## src/rtl/noc_rr_switch_allocator.sv

```systemverilog
// Wormhole switch allocator: one round-robin arbiter per output port, locking the
// winning input to that output until its tail flit transfers.
module noc_rr_switch_allocator #(
  parameter int N_PORT = 5,
  parameter int SEL_W  = 3,
  parameter int DEST_W = 3
) (
  input  logic                       clk,
  input  logic                       rst,
  input  logic [N_PORT-1:0]          req_valid,
  input  logic [N_PORT*DEST_W-1:0]   req_dest,
  input  logic [N_PORT-1:0]          req_tail,
  input  logic [N_PORT-1:0]          out_ready,
  output logic [N_PORT-1:0]          grant,
  output logic [N_PORT*SEL_W-1:0]    select,
  output logic [N_PORT-1:0]          out_busy
);

  // Handshake: a flit of input i moves in a cycle exactly when grant[i] is high;
  // grant already folds in req_valid[i] and out_ready of the locked output.

  typedef enum logic {IDLE = 1'b0, LOCKED = 1'b1} state_t;

  localparam logic [SEL_W-1:0] IN_NON   = SEL_W'(N_PORT);
  localparam logic [SEL_W-1:0] LAST_IDX = SEL_W'(N_PORT - 1);
  localparam logic [SEL_W:0]   N_WIDE   = (SEL_W + 1)'(N_PORT);

  state_t             state_q [N_PORT];
  state_t             state_d [N_PORT];
  logic [SEL_W-1:0]   owner_q [N_PORT];
  logic [SEL_W-1:0]   owner_d [N_PORT];
  logic [SEL_W-1:0]   ptr_q   [N_PORT];
  logic [SEL_W-1:0]   ptr_d   [N_PORT];
  logic [N_PORT-1:0]  cand    [N_PORT];

  // cand[o][i]: input i currently asks for output o; out-of-range dests match nothing.
  always_comb begin
    for (int o = 0; o < N_PORT; o++) begin
      cand[o] = '0;
      for (int i = 0; i < N_PORT; i++) begin
        cand[o][i] = req_valid[i] && (req_dest[i*DEST_W +: DEST_W] == DEST_W'(o));
      end
    end
  end

  always_comb begin
    grant = '0;
    for (int o = 0; o < N_PORT; o++) begin
      for (int i = 0; i < N_PORT; i++) begin
        if (state_q[o] == LOCKED && owner_q[o] == SEL_W'(i) && cand[o][i] && out_ready[o]) begin
          grant[i] = 1'b1;
        end
      end
    end
  end

  always_comb begin
    for (int o = 0; o < N_PORT; o++) begin
      out_busy[o] = (state_q[o] == LOCKED);
      select[o*SEL_W +: SEL_W] = (state_q[o] == LOCKED) ? owner_q[o] : IN_NON;
    end
  end

  // Next state: arbitrate only from IDLE, release only from LOCKED, so the two never share an edge.
  always_comb begin
    logic             found;
    logic [SEL_W:0]   sum;
    logic [SEL_W-1:0] idx;
    found = 1'b0;
    sum   = '0;
    idx   = '0;
    for (int o = 0; o < N_PORT; o++) begin
      state_d[o] = state_q[o];
      owner_d[o] = owner_q[o];
      ptr_d[o]   = ptr_q[o];
      found      = 1'b0;
      case (state_q[o])
        IDLE: begin
          for (int k = 0; k < N_PORT; k++) begin
            sum = {1'b0, ptr_q[o]} + (SEL_W + 1)'(k);
            if (sum >= N_WIDE) sum = sum - N_WIDE;
            idx = sum[SEL_W-1:0];
            if (!found && cand[o][idx]) begin
              found      = 1'b1;
              state_d[o] = LOCKED;
              owner_d[o] = idx;
              ptr_d[o]   = (idx == LAST_IDX) ? '0 : idx + 1'b1;
            end
          end
        end
        LOCKED: begin
          if (grant[owner_q[o]] && req_tail[owner_q[o]]) state_d[o] = IDLE;
        end
        default: state_d[o] = IDLE;
      endcase
    end
  end

  always_ff @(posedge clk or posedge rst) begin
    if (rst) begin
      for (int o = 0; o < N_PORT; o++) begin
        state_q[o] <= IDLE;
        owner_q[o] <= '0;
        ptr_q[o]   <= '0;
      end
    end else begin
      for (int o = 0; o < N_PORT; o++) begin
        state_q[o] <= state_d[o];
        owner_q[o] <= owner_d[o];
        ptr_q[o]   <= ptr_d[o];
      end
    end
  end

endmodule

```

## config.mk

```make
export PLATFORM = sky130hd
export DESIGN_NAME = noc_rr_switch_allocator
export DESIGN_NICKNAME = d
export VERILOG_FILES = /design/src/rtl/noc_rr_switch_allocator.sv
export SDC_FILE = /design/constraint.sdc
export NUM_CORES = 1
export LEC_CHECK = 0
export BUFFER_PORTS_ARGS = -buffer_cell sky130_fd_sc_hd__clkbuf_2
export CELL_PAD_IN_SITES_DETAIL_PLACEMENT = 2
export CELL_PAD_IN_SITES_GLOBAL_PLACEMENT = 2
export CORE_MARGIN = 5
export CORE_UTILIZATION = 37
export CTS_CLUSTER_DIAMETER = 80
export DETAILED_ROUTE_END_ITERATION = 10
export PLACE_DENSITY_LB_ADDON = 0.15
export SETUP_SLACK_MARGIN = 0.3
export SLEW_MARGIN = 20
export SYNTH_ARGS = -nofsm -noshare
export SYNTH_HDL_FRONTEND = slang
export SYNTH_SLANG_ARGS = --single-unit
```

## constraint.sdc

```tcl
create_clock -name clk -period 4.5 [get_ports clk]
set_clock_uncertainty 0.1 [all_clocks]
set_input_delay 0.45 -clock clk [delete_from_list [all_inputs] [get_ports clk]]
set_output_delay 0.45 -clock clk [all_outputs]
set_load 0.005 [all_outputs]
```

# After elaboration in Yosys (flattened, before gate mapping)
# Index checks and enable logic that the tools add are counted.
[totals] output_inout_bits=25 word_cells=670 regBits=35 inputBits=32
[op_classes] order_cmp=55 n_mux=295 add_sub_neg=70 n_bitwise=5 eq_ne=65 n_reduce_logical=165
[ops] operator="3-bit two-way mux" n=130
[ops] operator="1-bit logical AND" n=125
[ops] operator="1-bit two-way mux" n=125
[ops] operator="3-bit by 4-bit < comparator with 1-bit output (second input constant)" n=30
[ops] operator="1-bit binary-select mux with 3-bit select" n=35
[ops] operator="3-bit == test (second input constant)" n=35
[ops] operator="4-bit by 3-bit >= comparator with 1-bit output (second input constant)" n=20
[ops] operator="3-bit by 1-bit adder with 3-bit output (second input constant)" n=25
[ops] operator="3-bit subtractor (second input constant)" n=25
[ops] operator="3-bit by 2-bit == test with 1-bit output (second input constant)" n=20
[ops] operator="3-bit by 2-bit adder with 4-bit output (second input constant)" n=10
[ops] operator="3-bit by 1-bit == test with 1-bit output (second input constant)" n=10
[ops] operator="3-bit zero test" n=10
[ops] operator="5-bit nonzero test" n=5
[ops] operator="3-bit by 1-bit adder with 4-bit output (second input constant)" n=5
[ops] operator="3-bit by 3-bit adder with 4-bit output (second input constant)" n=5
[ops] operator="1-bit zero test" n=20
[ops] operator="3-bit >= comparator (second input constant)" n=5
[ops] operator="1-bit one-hot mux with 2 select lines" n=5
[ops] operator="2-bit AND reduction" n=5
[ops] operator="1-bit NOT" n=5

# Logic depth before layout (Yosys ltp)
[logic_depth] depth_word=23 ltp_mapped=18 ltp_nobuf=15

# Worst setup path before layout
# No wires, ideal clock.
[synth_timing] path_kind="reg2reg" start="reg ptr_q[0] (netlist bit)" end="reg ptr_q[2] (netlist bit)" synth_period_minus_slack_ns=3.600 path_slack_ns=0.900 path_stages_with_launch=15 required_time_ns=4.296 arrival_ns=3.396 path_buffers=1 setup_time_ns=0.104 path_cell_list="dfrtp_1 -> buf_4 -> inv_1 -> ha_1 -> inv_1 -> fa_1 -> a21oi_2 -> mux2i_2 -> nor2b_1 -> a2111oi_0 -> or2_2 -> nand2_1 -> or3_4 -> or3_1 -> o311ai_1"
[synth_via] elab_chain_len=23 elab_cells_between_ends=72 classes_between="14 x add/sub; 5 x order compare; 5 x eq/ne; 38 x mux; 10 x reduce/logical"
[synth_rtl] item="start: declaration" line="32" source="logic [SEL_W-1:0] ptr_q [N_PORT];"
[synth_rtl] item="start signal: indexed assignment" line="110" source="ptr_q[o] <= ptr_d[o];"
[synth_rtl] item="branches (longest 23 deep; another with 3-bit by 1-bit adder with 4-bit output)"
# Several ways; the timed one is not identified. The select of a mux whose other input is x is not followed.
# A chain may end at the register's enable or synchronous reset.

# Final worst setup path
[layout_timing] start="reg ptr_q[7] (netlist bit)" end="reg owner_q[7] (netlist bit)"
[layout_via] elab_chain_len=23 elab_cells_between_ends=57 classes_between="9 x add/sub; 5 x order compare; 33 x mux; 10 x reduce/logical"
[layout_rtl] item="branches (longest 23 deep; another with 3-bit by 1-bit adder with 4-bit output)"
[layout_rtl] item="end signal: indexed assignment" line="109" source="owner_q[o] <= owner_d[o];"
[layout_rtl] item="end: declaration" line="30" source="logic [SEL_W-1:0] owner_q [N_PORT];"
# Several ways; the timed one is not identified. The select of a mux whose other input is x is not followed.

==> impl_metrics.py <==
metrics = {
    "setup_path": {
        "critPathTopFamily": "compound AO/OA/AOI/OAI gates",
        "cp.depth": 11,
        "crit_chain": "inv_1, ha_1, ha_1, a21oi_1, mux4_2, a22oi_2, nand2_2, nor4_4, nand2b_1, o311a_1, o22a_1",
        "crit_buf_inv": 1,
        "critPathMostFrequentCell": "ha_1",
        "end_kind": "flip-flop",
        "cp.arrival_ns": 4.00,
        "crit_slowest_cell": "dfrtp_1",
        "crit_fanout": 11,
        "worst-setup-path-type": "reg -> reg",
        "r2r_cells": 11,
        "start_kind": "flip-flop",
        "max_stage_delay_ns": 0.51,
        "worstPathRequired_ns": 4.58,
    },
    "clock_tree": {
        "cts.reportedPaths.clkPinSlew_ns": 0.07,
        "clock_path_buffers": 2,
        "cts_sinks": 35,
        "cts-root-buf": "clkbuf_16",
        "post-cts-setup-buffers": 0,
        "cts_tree": "done",
        "numCtsBuffers": 5,
        "insertion_delay_ns": 0.30,
        "h-tree-depth": 2,
    },
    "placed_design": {
        "dpl_worst_slack_ns": 0.4455,
        "io_buffers": 56,
        "routabilityCongestion": 0.8903,
        "dp_hpwl_mm": 30.03,
        "placed_area_um2": 9744,
    },
    "floorplan": {
        "io-pin-count": 57,
        "die_w_um": 167.2,
        "fp.dieH_um": 167.2,
        "core_um2": 24320,
        "die-area_um2": 27950,
        "initial_core_util": 0.3759,
        "num_rows": 57,
    },
    "detailed_routing": {
        "routedWlPerCell_um": 23.56,
        "drc_errors": 0,
        "vias": 10022,
        "initialDrtViolationCount": 653,
        "ant_nets": 0,
        "vias_per_cell": 6.307,
        "drt_pass1_iterations": 5,
        "wirelength_mm": 37.44,
    },
    "sta": {
        "finalSetupTns_ns": 0,
        "period_minus_slack_ns": 3.921,
        "fin_crit_sh": 0.8714,
        "slew_headroom": 0.3655,
        "slew_viol_final": 0,
        "report.final.hold_viol_count": 0,
        "whs_ns": 0.1839,
        "fin_ws_ns": 0.5787,
        "report.final.setup_viol": 0,
        "max_freq_mhz": 255.0,
        "worst_slew_pin_slew_ns": 0.9385,
        "rsz0062_at_grt": "true",
    },
    "global_routing": {
        "grt_pass1_wl_mm": 58.82,
        "grt_use_total": 0.2586,
        "overflow": 0,
        "grt_max_degree": 36,
        "antenna_found_initial": 0,
        "grt_pass1_vias": 10496,
    },
    "finish": {
        "drive_above_1_share": 0.1423,
        "fillCellCount": 2927,
        "syn_to_final_growth_pct": 8.403,
        "n_antenna_cell": 0,
        "final_nets": 1383,
        "fin_area_um2": 9911,
    },
    "synthesis": {
        "yosys_warnings": 0,
        "synthDominantCellAreaShare": 0.1122,
        "ys_ff_latch": 35,
        "syn_area_um2": 9143,
        "seq_area_frac_synth": 0.09580,
        "avgSynthCellArea_um2": 7.409,
        "synth_cell_types": 121,
        "synth-main-ff-cell": "dfrtp_1",
        "synth_fp_nets": 1353,
        "synth.top_cells.by_area": "ha_1 11%, dfrtp_1 9.6%, mux2i_1 5.8%",
        "synth_edf_count": 0,
        "syn_inst": 1234,
        "synth_top_cell_by_area": "ha_1",
        "async_flop_share": 1.000,
    },
    "run": {
        "drv_cap": 0,
    },
    "hold_path": {
        "hold_class": "in -> async",
    },
    "status": {
        "status": "completed",
    },
}
## cell families (layout without fill, tap and decap cells)
family	after synthesis	in the layout	synth area share
AOI/OAI and AO/OA	366	366	0.2808
xor gates and xnor gates	27	27	0.03120
adders and majority gates	87	87	0.1232
buffers and inverters	147	178	0.06542
DFF	35	35	0.09580
muxes	71	71	0.09306
and+or+nand+nor	501	501	0.3105
## per-layer routing
layer / wire length, um / GRT usage / vias up
li1: - / - / 4675
met1: 17040 / 0.3377 / 5089
met2: 18100 / 0.4539 / 195
met3: 1281 / 0.02900 / 63
met4: 1019 / 0.06987 / 0
met5: 0 / 0 / -
## Yosys cell counts, drive strengths merged, types with 11 or more instances
cell / count
and2: 18
inv: 91
ha: 82
xnor2: 23
clkbuf: 35
nor2: 113
or3: 12
nand2: 89
o211ai: 14
o22ai: 24
o21ai: 70
a31oi: 11
a21o: 16
and3: 15
dfrtp: 35
a21oi: 96
nand3: 35
nor3: 51
mux2i: 55
o31ai: 12
nor2b: 22
nand4b: 14
or2: 14
nand2b: 28
a22oi: 11
nor4: 13
buf: 21
a211oi: 22
nand4: 22
## what timing repair did
action	CTS	global route
gates resized for setup	0	5
hold buffers	0	0
endpoints found under the setup margin	0	10
## registers in the layout, indices dropped and copies added (netlist names)
register	count
owner_q	15
out_busy	5
ptr_q	15
## worst paths after layout
check | start | endpoint | slack [ns]
worst min register to register | owner_q[9] | owner_q[9] | 0.56
max in group asynchronous | rst | ptr_q[10] | 3.68
worst max register to register | ptr_q[7] | owner_q[7] | 0.58
worst min-delay path | rst | ptr_q[13] | 0.18
min in group clk | req_tail[4] | out_busy[3] | 0.55
worst max-delay path | ptr_q[7] | owner_q[7] | 0.58
## worst register-to-register path: cells and delay by family (launching register included)
family | cells | cell delay [ns]
compound gates | 4 | 0.99
fa+ha+maj | 2 | 0.74
buf+inv | 1 | 0.23
flops | 1 | 0.51
mux | 1 | 0.37
simple gates | 3 | 0.87
## final cells by class
cell class                 count  area [um2]  share of cell area
timing repair buffer          79       452.9             0.04570
tap                          324       405.4             0.04090
inverter                      91       341.6             0.03447
multi-input combinational   1052        7676              0.7745
clock buffer                   8       156.4             0.01578
sequential                    35       878.3             0.08863
## stage by stage
| step | std cells | utilization |
|---|---|---|
| 6_report | 1589 | 0.4075 |
| 5_1_grt | 1589 | 0.4075 |
| 4_1_cts | 1589 | 0.4071 |
| 3_5_place_dp | 1581 | 0.4007 |
| 3_3_place_gp | 1581 | 0.4007 |
| 2_1_floorplan | 1234 | - |
## cell usage in the layout, fill, tap and decap left out, types with 23 or more instances in the layout
cell / instances
o21ai_0: 53
dfrtp_1: 33
clkbuf_2: 56
ha_1: 82
nand2b_1: 27
nand3_1: 34
buf_4: 23
nor2_1: 111
a21oi_1: 93
inv_1: 84
nand2_1: 87
mux2i_1: 52
nor3_1: 50
Power is not shown: default switching activity piles up to over one toggle a cycle in this logic, so the estimate is an artifact.
